File: config.mk
export PLATFORM = sky130hd
export DESIGN_NAME = dnn_result_unit
export DESIGN_NICKNAME = d
export VERILOG_FILES = /design/src/rtl/dnn_pkg.sv /design/src/rtl/dnn_argmax_scan.sv /design/src/rtl/dnn_result_unit.sv
export SDC_FILE = /design/constraint.sdc
export NUM_CORES = 1
export LEC_CHECK = 0
export BUFFER_PORTS_ARGS = -buffer_cell sky130_fd_sc_hd__buf_2
export CAP_MARGIN = 15
export CORE_AREA = 4 4 113 115
export CTS_CLUSTER_SIZE = 24
export DETAILED_ROUTE_END_ITERATION = 7
export DIE_AREA = 0 0 117 119
export GPL_ROUTABILITY_DRIVEN = 0
export GPL_TIMING_DRIVEN = 0
export PLACE_DENSITY = 0.81
export RECOVER_POWER = 25
export SLEW_MARGIN = 20
export SYNTH_ARGS = -nofsm -noshare
export SYNTH_HDL_FRONTEND = slang
export SYNTH_SLANG_ARGS = --single-unit
File: constraint.sdc
create_clock -name clk -period 3.8 [get_ports clk]
set_input_delay 0.19 -clock clk [delete_from_list [all_inputs] [get_ports clk]]
set_output_delay 0.19 -clock clk [all_outputs]
set_load 0.01 [all_outputs]
File: src/rtl/dnn_pkg.sv
// Shared types and defaults for the DNN result stage: score type, FSM encoding
// and the index-width helper used to size class indices.
package dnn_pkg;

  localparam int DEFAULT_DATA_WIDTH  = 8;
  localparam int DEFAULT_NUM_CLASSES = 10;

  typedef logic signed [DEFAULT_DATA_WIDTH-1:0] score_t;

  typedef enum logic [1:0] {
    IDLE = 2'd0,
    SCAN = 2'd1,
    DONE = 2'd2
  } res_state_t;

  // A single class still needs a 1-bit index port.
  function automatic int idx_width(input int n);
    return (n > 1) ? $clog2(n) : 1;
  endfunction

endpackage

File: src/rtl/dnn_argmax_scan.sv
// Sequential signed argmax: i_start seeds the running best with class 0, then each
// i_step folds in one more score; o_done flags the step that handles the last class.
module dnn_argmax_scan
  import dnn_pkg::*;
#(
  parameter int DATA_WIDTH  = DEFAULT_DATA_WIDTH,
  parameter int NUM_CLASSES = DEFAULT_NUM_CLASSES,
  parameter int IDX_WIDTH   = idx_width(NUM_CLASSES)
) (
  input  logic                         clk,
  input  logic                         i_flush,
  input  logic                         i_start,
  input  logic signed [DATA_WIDTH-1:0] i_first,
  input  logic                         i_step,
  input  logic signed [DATA_WIDTH-1:0] i_score,
  output logic [IDX_WIDTH-1:0]         o_scan_idx,
  output logic                         o_done,
  output logic signed [DATA_WIDTH-1:0] o_best_next,
  output logic [IDX_WIDTH-1:0]         o_best_idx_next
);

  localparam logic [IDX_WIDTH-1:0] LAST_IDX = IDX_WIDTH'(NUM_CLASSES - 1);

  logic signed [DATA_WIDTH-1:0] r_best;
  logic [IDX_WIDTH-1:0]         r_best_idx;
  logic [IDX_WIDTH-1:0]         r_scan_idx;
  logic                         w_take;

  // Strict compare keeps the lowest index on ties.
  assign w_take          = i_score > r_best;
  assign o_best_next     = w_take ? i_score : r_best;
  assign o_best_idx_next = w_take ? r_scan_idx : r_best_idx;
  assign o_done          = i_step && (r_scan_idx == LAST_IDX);
  assign o_scan_idx      = r_scan_idx;

  always_ff @(posedge clk) begin
    if (i_flush) begin
      r_best     <= '0;
      r_best_idx <= '0;
      r_scan_idx <= '0;
    end else if (i_start) begin
      r_best     <= i_first;
      r_best_idx <= '0;
      r_scan_idx <= IDX_WIDTH'(1);
    end else if (i_step) begin
      r_best     <= o_best_next;
      r_best_idx <= o_best_idx_next;
      r_scan_idx <= r_scan_idx + IDX_WIDTH'(1);
    end
  end

endmodule

File: src/rtl/dnn_result_unit.sv
// Result stage behind the inference core: captures all class scores on the rising
// edge of core_done, scans for the argmax and serves registered indexed read-back.
module dnn_result_unit
  import dnn_pkg::*;
#(
  parameter int  DATA_WIDTH  = DEFAULT_DATA_WIDTH,
  parameter int  NUM_CLASSES = DEFAULT_NUM_CLASSES,
  localparam int IDX_WIDTH   = idx_width(NUM_CLASSES)
) (
  input  logic                                  clk,
  input  logic                                  rst,
  input  logic                                  core_done,
  input  logic [NUM_CLASSES-1:0][DATA_WIDTH-1:0] core_out,
  input  logic                                  clear,
  input  logic [IDX_WIDTH-1:0]                  out_idx,
  output logic signed [DATA_WIDTH-1:0]          out,
  output logic                                  out_valid,
  output logic [IDX_WIDTH-1:0]                  pred_idx,
  output logic signed [DATA_WIDTH-1:0]          pred_score,
  output logic                                  pred_valid,
  output logic                                  busy,
  output res_state_t                            dbg_state
);

  logic [NUM_CLASSES-1:0][DATA_WIDTH-1:0] r_bank;
  res_state_t                   r_state;
  logic                         r_done_q;
  logic signed [DATA_WIDTH-1:0] r_out;
  logic                         r_out_valid;
  logic [IDX_WIDTH-1:0]         r_pred_idx;
  logic signed [DATA_WIDTH-1:0] r_pred_score;
  logic                         r_pred_valid;
  logic                         r_busy;

  logic                         w_capture;
  logic                         w_flush;
  logic                         w_start;
  logic                         w_step;
  logic                         w_scan_done;
  logic [IDX_WIDTH-1:0]         w_scan_idx;
  logic [IDX_WIDTH-1:0]         w_best_idx_next;
  logic signed [DATA_WIDTH-1:0] w_best_next;
  logic signed [DATA_WIDTH-1:0] w_rd_score;
  logic signed [DATA_WIDTH-1:0] w_scan_score;

  assign w_capture = core_done & ~r_done_q;
  assign w_flush   = rst | clear;
  assign w_start   = w_capture && (r_state != SCAN);
  assign w_step    = (r_state == SCAN);

  // Edge detector keeps tracking core_done through a soft clear.
  always_ff @(posedge clk) begin
    if (rst) r_done_q <= 1'b0;
    else     r_done_q <= core_done;
  end

  // Out-of-range read indices fall back to class 0.
  always_comb begin
    w_rd_score   = r_bank[0];
    w_scan_score = r_bank[0];
    for (int i = 1; i < NUM_CLASSES; i++) begin
      if (out_idx == IDX_WIDTH'(i))    w_rd_score   = r_bank[i];
      if (w_scan_idx == IDX_WIDTH'(i)) w_scan_score = r_bank[i];
    end
  end

  dnn_argmax_scan #(
    .DATA_WIDTH  (DATA_WIDTH),
    .NUM_CLASSES (NUM_CLASSES),
    .IDX_WIDTH   (IDX_WIDTH)
  ) u_scan (
    .clk             (clk),
    .i_flush         (w_flush),
    .i_start         (w_start),
    .i_first         ($signed(core_out[0])),
    .i_step          (w_step),
    .i_score         (w_scan_score),
    .o_scan_idx      (w_scan_idx),
    .o_done          (w_scan_done),
    .o_best_next     (w_best_next),
    .o_best_idx_next (w_best_idx_next)
  );

  always_ff @(posedge clk) begin
    if (w_flush) begin
      r_state      <= IDLE;
      r_bank       <= '0;
      r_out        <= '0;
      r_out_valid  <= 1'b0;
      r_pred_idx   <= '0;
      r_pred_score <= '0;
      r_pred_valid <= 1'b0;
      r_busy       <= 1'b0;
    end else begin
      r_out <= w_rd_score;
      case (r_state)
        IDLE, DONE: begin
          if (w_capture) begin
            r_bank      <= core_out;
            r_out_valid <= 1'b1;
            if (NUM_CLASSES == 1) begin
              r_state      <= DONE;
              r_pred_valid <= 1'b1;
              r_pred_idx   <= '0;
              r_pred_score <= $signed(core_out[0]);
            end else begin
              r_state      <= SCAN;
              r_busy       <= 1'b1;
              r_pred_valid <= 1'b0;
            end
          end
        end
        SCAN: begin
          // Final step's compare result is taken straight from the scanner.
          if (w_scan_done) begin
            r_state      <= DONE;
            r_busy       <= 1'b0;
            r_pred_valid <= 1'b1;
            r_pred_idx   <= w_best_idx_next;
            r_pred_score <= w_best_next;
          end
        end
        default: r_state <= IDLE;
      endcase
    end
  end

  assign out        = r_out;
  assign out_valid  = r_out_valid;
  assign pred_idx   = r_pred_idx;
  assign pred_score = r_pred_score;
  assign pred_valid = r_pred_valid;
  assign busy       = r_busy;
  assign dbg_state  = r_state;

endmodule

==> metrics.md <==
| Metric | Value |
|---|---|
| Top cells by area, synth | `dfxtp_1, nand2_1, a21oi_1` |
| Hold path startpoint | `core_out[55]` |
| Number of flops mapped to enable cells by yosys | `0` |
| Clock Sink Count | `122` |
| P_sw | `0.916 mW` |
| Slew Viols, Final | `0` |
| Critical path launch point type | `flip-flop` |
| Core Rows | `40` |
| Critical Path AT | `3980 ps` |
| DIE WIDTH | `117 microns` |
| Switch share | `25.8%` |
| Top FF cell, synth | `dfxtp_1` |
| Initial Util | `55.9%` |
| Initial DRC count | `965` |
| Register share of total power | `38.2%` |
| Largest net degree at the start of global routing | `17` |
| Yosys warns | `0` |
| HP Class | `in2reg` |
| Min Clock Period, post-route | `3660 ps` |
| Final Hold Fails | `0` |
| Area grow syn2layout | `22.3%` |
| Root Driver | `clkbuf_16` |
| DPL Wire Length | `16300 microns` |
| Skew-Pair Late Insertion Delay | `420 ps` |
| Vias | `7527` |
| Final setup fails | `0` |
| Clock Power Share | `47.7%` |
| Internal Power | `2.64 mW` |
| Maximum VDD drop | `0.295 mV` |
| Flops & latches, synth | `122` |
| H-tree depth | `4` |
| First-pass GRT wire length | `35100 microns` |
| WS Path Type | `reg2reg` |
| Async S/R FF share, synth | `0%` |
| TritonCTS buffer count | `17` |
| Worst reg2reg startpoint | `u_scan.o_scan_idx[0]` |
| Synth unique cells | `60` |
| IO Pins | `113` |
| Fmax | `273 MHz` |
| Clk buf depth | `2` |
| # port buffers | `111` |
| TritonCTS clock tree | `done` |
| DR vias/cell | `6.06` |
| Final core occ | `68.4%` |
| First drt pass iteration count | `6` |
| Die ar. | `0.0139 sq mm` |
| Pwr/cell area | `439 mW/mm^2` |
| # DRC | `0` |
| Final setup TNS | `0 ps` |
| Max transition margin | `47.0%` |
| Cell area after layout | `0.00808 sq mm` |
| Area fraction of the dominant cell type after synthesis | `37.0%` |
| Syn Area/Cell | `7.01 sq um` |
| Seq/Total Area, Yosys | `37.0%` |
| Antenna viol nets, final | `0` |
| Setup crit start | `u_scan.o_scan_idx[0]` |
| Tot Pwr | `3.55 mW` |
| Clock skew | `6.59 ps` |
| Max Cap Violations | `0` |
| Routed WL | `22500 microns` |
| Wire per inst | `18.1 microns` |
| Core Footprint | `0.0118 sq mm` |
| Vias in the first global route | `7011` |
| Pleak | `3.09 nW` |
| Placed cell areas | `0.00735 sq mm` |
| Share of cells above drive strength 1 | `14.5%` |
| Synth Net Count | `1042` |
| Post-route setup slack | `137 ps` |
| ANT cells | `0` |
| Yosys top cell by area | `dfxtp_1` |
| WP data required | `4110 ps` |
| Gr usage total | `32.5%` |
| Post-Syn Area | `0.00661 sq mm` |
| Remaining global-route overflow | `0` |
| Clk slew on worst S/H paths | `50 ps` |
| Setup crit end kind | `flip-flop` |
| Slew @ Worst Pin | `787 ps` |
| Pre-CTS WS | `-193 ps` |
| Fin crit share | `96.4%` |
| Nets@finish | `1184` |
| Status | `completed` |
| Chip height | `119 microns` |
| Initial antenna violation count | `0` |
| Crit path max fanout | `10` |
| Combinational Power Share | `14.1%` |
| Post-synthesis cell count | `942` |
-- what timing repair did --
item	in CTS	in global routing
hold buffers	11	0
setup buffers	0	2
endpoints found under the hold margin	10	0
endpoints found under the setup margin	3	23
pin swaps	0	4
gates resized for setup	4	12
-- logic make-up after synthesis --
| group | Yosys count | synth area share (%) |
|---|---|---|
| DFF | 122 | 37.0 |
| muxes | 9 | 1.38 |
| and+or+nand+nor | 367 | 23.2 |
| AOI/OAI and AO/OA | 329 | 29.4 |
| buffers and inverters | 101 | 6.53 |
| xor gates and xnor gates | 2 | 0.265 |
| adders and majority gates | 12 | 2.27 |
-- critical path, cell delays in order, from the launching register on --
cell and delay (ps):
dfxtp_2 350, inv_1 120, ha_1 200, buf_2 230, clkbuf_4 240, nand3_1 90, a211oi_1 330, o21ai_0 190
a31oi_1 270, ha_1 300, nand4_1 130, a2bb2oi_2 180, o211a_1 160, clkbuf_4 190, nand2_4 100, a32o_1 310
a31o_1 180
-- cells in the mapped netlist (2+ instances only) --
cell	count
a2111o_1	2
a211oi_1	10
a21o_1	4
a21oi_1	174
a2bb2oi_1	12
a31oi_1	12
a31oi_2	2
a32o_1	3
a32oi_1	5
and2_1	2
buf_1	9
buf_2	18
buf_4	2
buf_6	3
clkbuf_1	44
dfxtp_1	122
ha_1	12
inv_1	25
mux2i_1	8
nand2_1	234
nand2b_1	9
nand3_1	9
nand4_1	3
nor2_1	68
nor2_2	2
nor2b_1	14
nor3_1	13
nor3b_1	5
o211ai_1	5
o21ai_0	53
o221ai_1	5
o22a_1	2
o22ai_1	20
o31ai_1	3
or2_2	3
-- per-stage QoR --
step                cells  hold WS (ps)
floorplan             942           262
global placement     1200           371
detailed placement   1200           381
CTS                  1240          1.54
global route         1242          2.14
finish               1242          7.05
-- final timing paths --
| path | to | slack, ps | depth (start not counted) |
|---|---|---|---|
| setup / recovery | u_scan.r_best[5] | 140 | 16 |
| hold / removal | r_bank[55] | 7 | 3 |
| setup reg to reg | u_scan.r_best[5] | 140 | 16 |
| hold reg to reg | u_scan.r_best_idx[3] | 460 | 2 |
-- per-layer routing --
layer	wire, microns	global-route usage [%]	vias to the layer above
li1	-	-	3556
met1	8870	41.5	3392
met2	9790	49.4	470
met3	2590	9.60	109
met4	1280	16.5	0
met5	0	0	-
-- power by group through the flow --
stage | combinational [mW] | clock, mW | sequential (mW)
2_1_floorplan | 0.302 | 0 | 1.36
3_3_place_gp | 0.447 | 0 | 1.38
3_5_place_dp | 0.454 | 0 | 1.38
4_1_cts | 0.470 | 1.70 | 1.35
5_1_grt | 0.548 | 1.75 | 1.36
6_report | 0.501 | 1.70 | 1.35
-- sequential cells by signal (all words and copies together), names as in the netlist --
name and flops:
u_scan.o_scan_idx 4, u_scan.r_best 8, pred_idx 4, out_valid 1, busy 1, out 8
r_bank 80, pred_valid 1, pred_score 8, dbg_state 2, u_scan.r_best_idx 4, r_done_q 1
-- layout by cell type (no fill, tap or decap), types with 4 or more instances in the layout --
master and count:
ha_1 12, clkinv_2 5, nor3_1 13, o211ai_1 5, a2bb2oi_1 11, clkbuf_16 17
inv_1 25, buf_4 4, nand3_1 9, clkbuf_1 69, o22ai_1 20, a21o_1 4
buf_2 101, nor2b_1 14, nor3b_1 5, o21ai_0 51, nand2_1 233, mux2i_1 8
a31oi_1 12, o221ai_1 5, nor2_1 68, dfxtp_1 120, nand2b_1 9, a211oi_1 8
a32oi_1 5, bufinv_16 4, buf_1 9, dlygate4sd3_1 11, a21oi_1 174
-- area by class of cell --
type	count	area, sq um
Inverter	25	93.8
Multi-Input combinational cell	719	3760
Sequential cell	122	2440
Clock buffer	21	470
Buffer	75	340
Tap cell	147	184
Clock inverter	9	145
Timing Repair Buffer	124	648
Fill cell	1107	3730
Note: power is estimated with default switching activity, not from simulation.
